### config.mk
export PLATFORM = sky130hd
export DESIGN_NAME = note_sequencer
export DESIGN_NICKNAME = d
export VERILOG_FILES = /design/src/rtl/note_sequencer.sv
export SDC_FILE = /design/constraint.sdc
export NUM_CORES = 1
export LEC_CHECK = 0
export ABC_AREA = 0
export CAP_MARGIN = 20
export CORE_AREA = 3 3 264 331
export DETAILED_ROUTE_END_ITERATION = 10
export DIE_AREA = 0 0 267 334
export PLACE_DENSITY = 0.57
export SLEW_MARGIN = 20
export SYNTH_ARGS = -nofsm -noshare
export SYNTH_HDL_FRONTEND = slang
export SYNTH_SLANG_ARGS = --single-unit
export TNS_END_PERCENT = 10
### constraint.sdc
create_clock -name clk -period 10.1 [get_ports clk]
set_input_delay 2.02 -clock clk [delete_from_list [all_inputs] [get_ports clk]]
set_output_delay 2.02 -clock clk [all_outputs]
set_load 0.02 [all_outputs]
### src/rtl/note_sequencer.sv
// note_sequencer: bus-fed FIFO of packed {freq,dur} notes, played back to back into the buzzer
// stage with tick-accurate durations, a programmable inter-note gap and a queue-drained interrupt.
module note_sequencer #(
  parameter int DEPTH       = 16,
  parameter int CLK_TICK    = 400000,
  parameter int GAP_DEFAULT = 2
) (
  input  logic        clk,
  input  logic        reset,
  input  logic        cs_i,
  input  logic        read_i,
  input  logic        write_i,
  input  logic [31:0] address_i,
  input  logic [31:0] data_in,
  output logic [31:0] data_out,
  output logic [15:0] freq_o,
  output logic        gate_o,
  output logic        irq_o
);
  localparam int AW = $clog2(DEPTH);
  localparam int TW = 48;
  localparam logic [1:0] S_IDLE = 2'd0;
  localparam logic [1:0] S_PLAY = 2'd1;
  localparam logic [1:0] S_GAP  = 2'd2;

  logic [31:0]   mem [DEPTH];
  logic [AW-1:0] wr_ptr;
  logic [AW-1:0] rd_ptr;
  logic [AW:0]   count;
  logic [1:0]    state;
  logic [TW-1:0] timer;
  logic          enable;
  logic          irq_en;
  logic          done;
  logic          overflow;
  logic [15:0]   gap_reg;

  logic          wr_note;
  logic          wr_status;
  logic          wr_ctrl;
  logic          wr_gap;
  logic          flush;
  logic          full;
  logic          empty;
  logic          push;
  logic          pop;
  logic          timer_done;
  logic          note_end;
  logic          done_set;
  logic [31:0]   head;
  logic [31:0]   status;
  logic [TW-1:0] dur_cycles;
  logic [TW-1:0] gap_cycles;
  logic          unused_bits;

  assign wr_note   = cs_i && write_i && (address_i[3:2] == 2'd0);
  assign wr_status = cs_i && write_i && (address_i[3:2] == 2'd1);
  assign wr_ctrl   = cs_i && write_i && (address_i[3:2] == 2'd2);
  assign wr_gap    = cs_i && write_i && (address_i[3:2] == 2'd3);
  assign flush     = wr_ctrl && data_in[1];

  // Full is judged on the pre-pop count so a push racing a pop while full is still dropped.
  assign full  = (count == (AW+1)'(DEPTH));
  assign empty = (count == '0);
  assign push  = wr_note && !full && !flush;
  assign pop   = (state == S_IDLE) && enable && !empty && !flush;
  assign head  = mem[rd_ptr];

  // Wide products so the longest note (0xFFFF ticks) never truncates.
  assign dur_cycles = TW'(head[15:0]) * TW'(CLK_TICK) - TW'(1);
  assign gap_cycles = TW'(gap_reg) * TW'(CLK_TICK) - TW'(1);
  assign timer_done = (timer == '0);
  assign note_end   = ((state == S_PLAY) && timer_done && (gap_reg == 16'd0)) ||
                      ((state == S_GAP) && timer_done);
  assign done_set   = note_end && empty && !flush;

  assign status = {19'b0, empty, full, (state != S_IDLE), overflow, done, 8'(count)};
  assign unused_bits = ^{read_i, address_i[31:4], address_i[1:0]};

  always_comb begin
    data_out = '0;
    case (address_i[3:2])
      2'd0:    data_out = empty ? 32'd0 : head;
      2'd1:    data_out = status;
      2'd2:    data_out = {29'b0, irq_en, 1'b0, enable};
      default: data_out = {16'b0, gap_reg};
    endcase
  end

  always_ff @(posedge clk) begin
    if (push) mem[wr_ptr] <= data_in;
  end

  always_ff @(posedge clk) begin
    if (!reset || flush) begin
      wr_ptr <= '0;
      rd_ptr <= '0;
      count  <= '0;
    end else begin
      if (push) wr_ptr <= wr_ptr + AW'(1);
      if (pop)  rd_ptr <= rd_ptr + AW'(1);
      count <= count + (AW+1)'(push) - (AW+1)'(pop);
    end
  end

  always_ff @(posedge clk) begin
    if (!reset) begin
      enable   <= 1'b0;
      irq_en   <= 1'b0;
      gap_reg  <= 16'(GAP_DEFAULT);
      overflow <= 1'b0;
      done     <= 1'b0;
      irq_o    <= 1'b0;
    end else begin
      if (wr_ctrl) begin
        enable <= data_in[0];
        irq_en <= data_in[2];
      end
      if (wr_gap) gap_reg <= data_in[15:0];
      if (flush) overflow <= 1'b0;
      else if (wr_note && full) overflow <= 1'b1;
      if (done_set) done <= 1'b1;
      else if (wr_status && data_in[8]) done <= 1'b0;
      irq_o <= done & irq_en;
    end
  end

  // A zero-duration entry is popped and dropped without touching the outputs or starting a gap.
  always_ff @(posedge clk) begin
    if (!reset || flush) begin
      state  <= S_IDLE;
      timer  <= '0;
      freq_o <= 16'd0;
      gate_o <= 1'b0;
    end else begin
      case (state)
        S_IDLE: begin
          if (pop && (head[15:0] != 16'd0)) begin
            state  <= S_PLAY;
            timer  <= dur_cycles;
            freq_o <= head[31:16];
            gate_o <= (head[31:16] != 16'd0);
          end
        end
        S_PLAY: begin
          if (timer_done) begin
            gate_o <= 1'b0;
            if (gap_reg != 16'd0) begin
              state <= S_GAP;
              timer <= gap_cycles;
            end else begin
              state <= S_IDLE;
            end
          end else begin
            timer <= timer - TW'(1);
          end
        end
        S_GAP: begin
          if (timer_done) state <= S_IDLE;
          else timer <= timer - TW'(1);
        end
        default: begin
          state  <= S_IDLE;
          gate_o <= 1'b0;
        end
      endcase
    end
  end

endmodule

==> flow_summary.yaml, run 1 <==
status:
  status: "complete, no violations"
layout:
  nFillCells: 7561
  area_growth_syn_to_layout_pct: 12.8
  regMostFlops: "mem"
  top_regs: "mem (512), timer (48)"
  largest_reg_flops: 512
  drive_gt1_share_pct: 12.5
  stdcell_area_um2: 37900
  n_antenna_cell: 0
  final_nets: 3007
placement:
  dp_hpwl_mm: 60.3
  place_area_um2: 35900
  globalplace.congestion: 0.867
  post-place-ws_ns: 1.43
  port_buffers: 87
route:
  met3_length_mm: 3.45
  via_per_inst: 5.51
  top_layer_used: "met4"
  vias: 20700
  wl_met2_mm: 46.5
  drcViolationCount: 0
  wl_per_cell_um: 23.2
  wirelength_mm: 87.1
  wl_met1_mm: 34.7
  ant_nets: 0
  drtIter0Drc: 1385
  dr.pass1.iters: 5
sta:
  fin_crit_ns: 8.30
  rsz0062_at_grt: "no"
  slew_headroom_pct: 26.0
  slew_violations: 0
  hold_viol: 0
  timing.hold.ws_ns: 0.481
  final.setup.tns_ns: 0
  min_period_over_period_pct: 82.2
  tightest_slew_ns: 1.11
  fin_ws_ns: 1.80
  setup_viol: 0
  fmaxAchievable_mhz: 120
  skew_ns: 0.0664
global_routing:
  grt_pass1_vias: 22000
  grt_max_degree: 69
  grt.total_usage_pct: 19.7
  antenna_found_initial: 0
  grt.overflow.total: 0
  grt_pass1_wl_mm: 133
yosys:
  ys_seq_area_share_pct: 52.0
  syn_area_um2: 33600
  syn_inst: 2527
  syn_nets: 2923
  synth_mux_area_share_pct: 11.4
  yosysWarnings: 0
  synth_compound_area_share_pct: 7.77
  synth-main-ff-cell: "edfxtp_1"
  synth_cell_types: 83
  synth_seq_cells: 617
  synth_edf_count: 512
  synthAdderAreaFrac_pct: 14.0
  synthArstFlopShare_pct: 0
  avgSynthCellArea_um2: 13.3
  synth_top_family_by_area: "adder cells"
  synthSimpleGateAreaFrac_pct: 7.57
  synth_xor_xnor_area_share_pct: 3.18
clocking:
  cts_made_buffers: 61
  cts_setup_buffers: 0
  htreeDepth: 2
  cts_root_buf: "clkbuf_16"
  insertion_delay_ns: 0.67
  cts_hold_buffers: 0
  cts_tree: "yes"
  cts.repair.resized: 0
  cts_sinks: 617
  clock_path_buffers: 3
  clk_pin_slew_ns: 0.06
job:
  drv_cap: 0
power_and_ir_drop:
  p_leak_nw: 13.8
  powerDensity_nw_per_um2: 174
  ir_drop_v: 0.000147
  finalPower_w: 0.00659
worst_setup_path:
  required_ns: 10.57
  critPathMaxFanout: 37
  crit_arrival_ns: 8.78
  start_kind: "flip-flop"
  endpoint_kind: "flip-flop"
  criticalPathCategory: "flip-flop to flip-flop"
floorplan:
  die_w_um: 267
  initial_core_util_pct: 39.9
  dieArea_um2: 89200
  core-area_um2: 84300
  fp.dieH_um: 334
  row_count: 119
  io_pins: 119
worst_hold_path:
  hp-class: "flip-flop to flip-flop"
[critical path, stage by stage (launching register included)]
cell and delay (ns):
dfxtp_4 0.87, buf_12 0.36, mux4_2 0.56, mux4_2 0.65
ha_1 0.36, ha_1 0.17, inv_1 0.06, fa_1 0.50
inv_1 0.07, fa_1 0.53, inv_1 0.05, fa_1 0.48
inv_1 0.06, ha_1 0.37, a21oi_1 0.31, o21ai_1 0.20
a211oi_1 0.56, o31ai_1 0.23, a2111oi_0 0.44, nor2_1 0.09
xnor2_1 0.21, and4b_1 0.28, a31oi_2 0.56, a21oi_1 0.15
[path summary, 6_finish.rpt]
path / slack, ns / depth (start not counted) / startpoint / to
min reg2reg: 0.48 / 2 / overflow / overflow
max: 1.80 / 23 / flip-flop / timer[45]
min: 0.48 / 2 / overflow / overflow
max reg2reg: 1.80 / 23 / flip-flop / timer[45]
[where the power goes]
part	total, W	leakage [nW]	switching, W	internal [W]
Clock	0.00226	0.975	0.000997	0.00126
Combinational	0.00154	7.37	0.000970	0.000572
Sequential	0.00279	5.45	0.0000185	0.00277
Total	0.00659	13.8	0.00199	0.00460
[placed cells by master, fill, tap and decap left out, types with 43 or more instances in the layout]
master / n
edfxtp_1: 512
inv_1: 258
ha_1: 246
mux4_2: 159
nand2_1: 150
nor2_1: 116
a21oi_1: 108
dfxtp_1: 101
clkdlybuf4s50_1: 87
fa_1: 81
xnor2_1: 64
clkbuf_16: 61
xor2_1: 58
nor3_1: 43
[Yosys cell counts (all sizes together), types with 13 or more instances]
| master | instances | share of area, % |
|---|---|---|
| clkbuf | 81 | 0.90 |
| mux4 | 159 | 11 |
| or4 | 18 | 0.41 |
| mux2i | 21 | 0.63 |
| dfxtp | 105 | 6.3 |
| a21oi | 109 | 1.6 |
| and3 | 13 | 0.24 |
| nor4 | 24 | 0.45 |
| a211oi | 16 | 0.37 |
| o21ai | 83 | 1.2 |
| and2 | 28 | 0.52 |
| o22ai | 17 | 0.32 |
| nand2 | 151 | 1.7 |
| a21o | 20 | 0.45 |
| ha | 246 | 9.2 |
| buf | 26 | 0.33 |
| fa | 81 | 4.8 |
| nand4 | 19 | 0.35 |
| nand3 | 16 | 0.24 |
| nor3 | 49 | 0.76 |
| or3 | 17 | 0.33 |
| o211ai | 24 | 0.54 |
| nor2 | 129 | 1.4 |
| xnor2 | 64 | 1.7 |
| edfxtp | 512 | 46 |
| inv | 259 | 2.9 |
| a31oi | 13 | 0.24 |
| xor2 | 58 | 1.5 |
| a21boi | 19 | 0.42 |
[cell type report]
class / instances / area, um^2 / area share, %
multi-input cells: 1544 / 14900 / 39.3
repair buffers: 128 / 1190 / 3.14
clock buffers: 65 / 1540 / 4.07
well taps: 1089 / 1360 / 3.60
clock inverters: 49 / 463 / 1.22
inverters: 259 / 972 / 2.57
flip-flops and latches: 617 / 17500 / 46.1
[metal layers]
layer | up-vias | GRT usage (%)
met3 | 119 | 2.44
met5 | - | 0
met2 | 442 | 36.9
met4 | 0 | 5.86
met1 | 10500 | 23.5
li1 | 9627 | -
[logic make-up (layout without fill, tap and decap cells)]
kind of cell             count (synthesis)  after routing
flip-flops                             617            617
AND/OR/NAND/NOR                        514            514
AO/OA/AOI/OAI                          399            399
buffers and inverters                  366            501
adder cells (fa/ha/maj)                327            327
multiplexers                           182            182
XOR/XNOR                               122            122
[stage by stage]
| step | utilization (%) | std cells |
|---|---|---|
| 2_1_floorplan | - | 2527 |
| 3_3_place_gp | 42.6 | 3637 |
| 3_5_place_dp | 42.6 | 3637 |
| 4_1_cts | 45.0 | 3751 |
| 5_1_grt | 45.0 | 3751 |
| 6_report | 45.0 | 3751 |
Note: power is estimated with default switching activity, not from simulation.
==> inputs of run 2 (changes only) <==
clock period = 8.3 ns   (was 10.1 ns; I/O delays follow)
==> run 2 against run 1 <==
  * Worst hold slack worse by 0.0022 ns
  * Clock power is 27% higher
  * Combinational power is 27% higher
  * Flip-flop and latch count stayed put
  * Wire length is 0.92% higher
  * Global-route usage is 0.28 points higher
  * Sequential share of layout area is 0.29 points lower
  * Cell area is 0.63% higher
  * Utilization is 0.28 points higher
  * Via count is 1.5% higher
  * Count of clock-buffer cells in the layout is 20 higher
  * Sequential power is 22% higher
  * Critical endpoint is now timer[30]
  * Largest cell class unchanged
==> flow_summary.yaml, run 2 (synthesized netlist as in run 1, its figures left out) <==
clocking:
  cts.repair.resized: 0
  cts_root_buf: "clkbuf_16"
  cts_made_buffers: 66
  insertion_delay_ns: 0.62
  htreeDepth: 3
  cts_sinks: 617
  cts_setup_buffers: 0
  cts_hold_buffers: 0
  clk_pin_slew_ns: 0.07
  clock_path_buffers: 3
  cts_tree: "yes"
floorplan:
  die_w_um: 267
  dieArea_um2: 89200
  core-area_um2: 84300
  io_pins: 119
  row_count: 119
  initial_core_util_pct: 39.9
  fp.dieH_um: 334
route:
  dr.pass1.iters: 7
  vias: 21000
  drtIter0Drc: 1653
  wirelength_mm: 87.9
  wl_per_cell_um: 23.3
  drcViolationCount: 0
  via_per_inst: 5.57
  ant_nets: 0
worst_hold_path:
  hold_end: "timer[15]"
  hold_path_depth: 2
  hp-class: "flip-flop to flip-flop"
  hp-start: "timer[15]"
worst_setup_path:
  r2r_end: "timer[30]"
  crit_path_top_delay_cell: "mux4_2"
  required_ns: 8.79
  criticalPathCategory: "flip-flop to flip-flop"
  crit_arrival_ns: 8.23
  slowest_delay_ns: 0.63
  reg2reg_slack_ns: 0.56
  reg2reg_depth: 24
  crit_top_cell: "ha_1"
  endpoint_kind: "flip-flop"
  path_cells: "buf_4 -> mux4_2 -> mux4_2 -> inv_1 -> ha_1 -> ha_1 -> xor2_1 -> ha_1 -> a31o_2 -> fa_1 -> inv_1 -> fa_1 -> inv_1 -> ha_1 -> a21oi_1 -> o21ai_1 -> or3_1 -> nand4_1 -> or3b_1 -> or2_1 -> nor3_4 -> a21oi_1 -> nor3b_1 -> o32ai_2"
  critPathMaxFanout: 13
  start_kind: "flip-flop"
layout:
  final_common_cell: "edfxtp_1"
  drive_gt1_share_pct: 12.8
  final_nets: 3026
  top_regs: "mem (512), timer (48)"
  largest_reg_flops: 512
  area_growth_syn_to_layout_pct: 13.5
  regMostFlops: "mem"
  mostFrequentLayoutCells: "512 x edfxtp_1, 258 x inv_1, 246 x ha_1, 159 x mux4_2, 150 x nand2_1"
power_and_ir_drop:
  power_frac_comb_pct: 23.8
  seq_power_share_pct: 41.2
  power_switching_w: 0.00250
  p_clk_share_pct: 35.0
  internal-power_w: 0.00573
  p_leak_nw: 13.9
  powerDensity_nw_per_um2: 216
  ir_drop_v: 0.000189
  netSwitchingFraction_pct: 30.4
sta:
  rsz0062_at_grt: "no"
  hold_viol: 0
  min_period_over_period_pct: 93.3
  setup_viol: 0
  slew_violations: 0
  fmaxAchievable_mhz: 129
  final.setup.tns_ns: 0
  skew_ns: 0.0329
  slew_headroom_pct: 31.0
  fin_crit_ns: 7.74
  tightest_slew_ns: 1.03
  timing.hold.ws_ns: 0.479
global_routing:
  grt_use_met1_pct: 24.3
  grt_max_degree: 49
  grt.overflow.total: 0
  grt.met3_usage_pct: 2.88
  grt.total_usage_pct: 20.0
  grtUsageMet2_pct: 35.4
  grt_pass1_vias: 22000
  grt-busiest-layer: "met2"
  antenna_found_initial: 2
  grt_pass1_wl_mm: 134
status:
  status: "complete, no violations"
placement:
  dp_hpwl_mm: 61.4
  port_buffers: 87
  globalplace.congestion: 0.838
job:
  drv_cap: 0
==> run 2: worst max-delay path: cells and delay by family (launching register included) <==
family                   cells  cell delay [ns]
XOR/XNOR                     1             0.16
multiplexers                 2             1.17
adder cells (fa/ha/maj)      6             2.20
AO/OA/AOI/OAI                5             0.88
buffers and inverters        4             0.52
flip-flops                   1             0.52
AND/OR/NAND/NOR              6             2.15
==> run 2: how the worst max path moves through the flow <==
stage / cells past startpoint / startpoint / slack [ns] / endpoint
CTS: 23 / flip-flop / 0.30 / timer[42]
finish: 24 / flip-flop / 0.56 / timer[30]
floorplan: 27 / flip-flop / 0.16 / timer[37]
global placement: 21 / flip-flop / 0.34 / timer[45]
detailed placement: 23 / flip-flop / 0.29 / timer[42]
global route: 23 / flip-flop / 0.02 / timer[30]
==> run 2: metal layers <==
metal,vias to the layer above,wire [um]
met5,-,32
met4,4,3800
met3,162,4450
met2,546,44900
met1,10600,34700
li1,9656,-
==> run 2: final cells by class <==
class / instances / area [um^2]
multi-input cells: 1544 / 14900
clock inverters: 31 / 365
fillers: 7495 / 46100
diodes: 3 / 7.51
well taps: 1089 / 1360
flip-flops and latches: 617 / 17500
inverters: 259 / 972
clock buffers: 85 / 1730
repair buffers: 142 / 1330
==> run 2: power groups by stage <==
| stage | clock network (W) | logic (W) | registers, W |
|---|---|---|---|
| after floorplan | 0 | 0.00134 | 0.00345 |
| after global placement | 0 | 0.00191 | 0.00345 |
| after detailed placement | 0 | 0.00194 | 0.00346 |
| after CTS | 0.00294 | 0.00196 | 0.00339 |
| after global routing | 0.00307 | 0.00217 | 0.00339 |
| final | 0.00288 | 0.00196 | 0.00339 |
==> run 2: through the flow <==
stage	total power (W)	util (%)	setup WS (ns)	instances	instance area, um^2
floorplan	0.00479	-	0.158	2527	33600
global placement	0.00536	42.7	0.344	3650	36000
detailed placement	0.00540	42.7	0.294	3651	36000
CTS	0.00829	45.2	0.296	3767	38100
global route	0.00862	45.2	0.0233	3767	38100
finish	0.00823	45.2	0.560	3770	38100
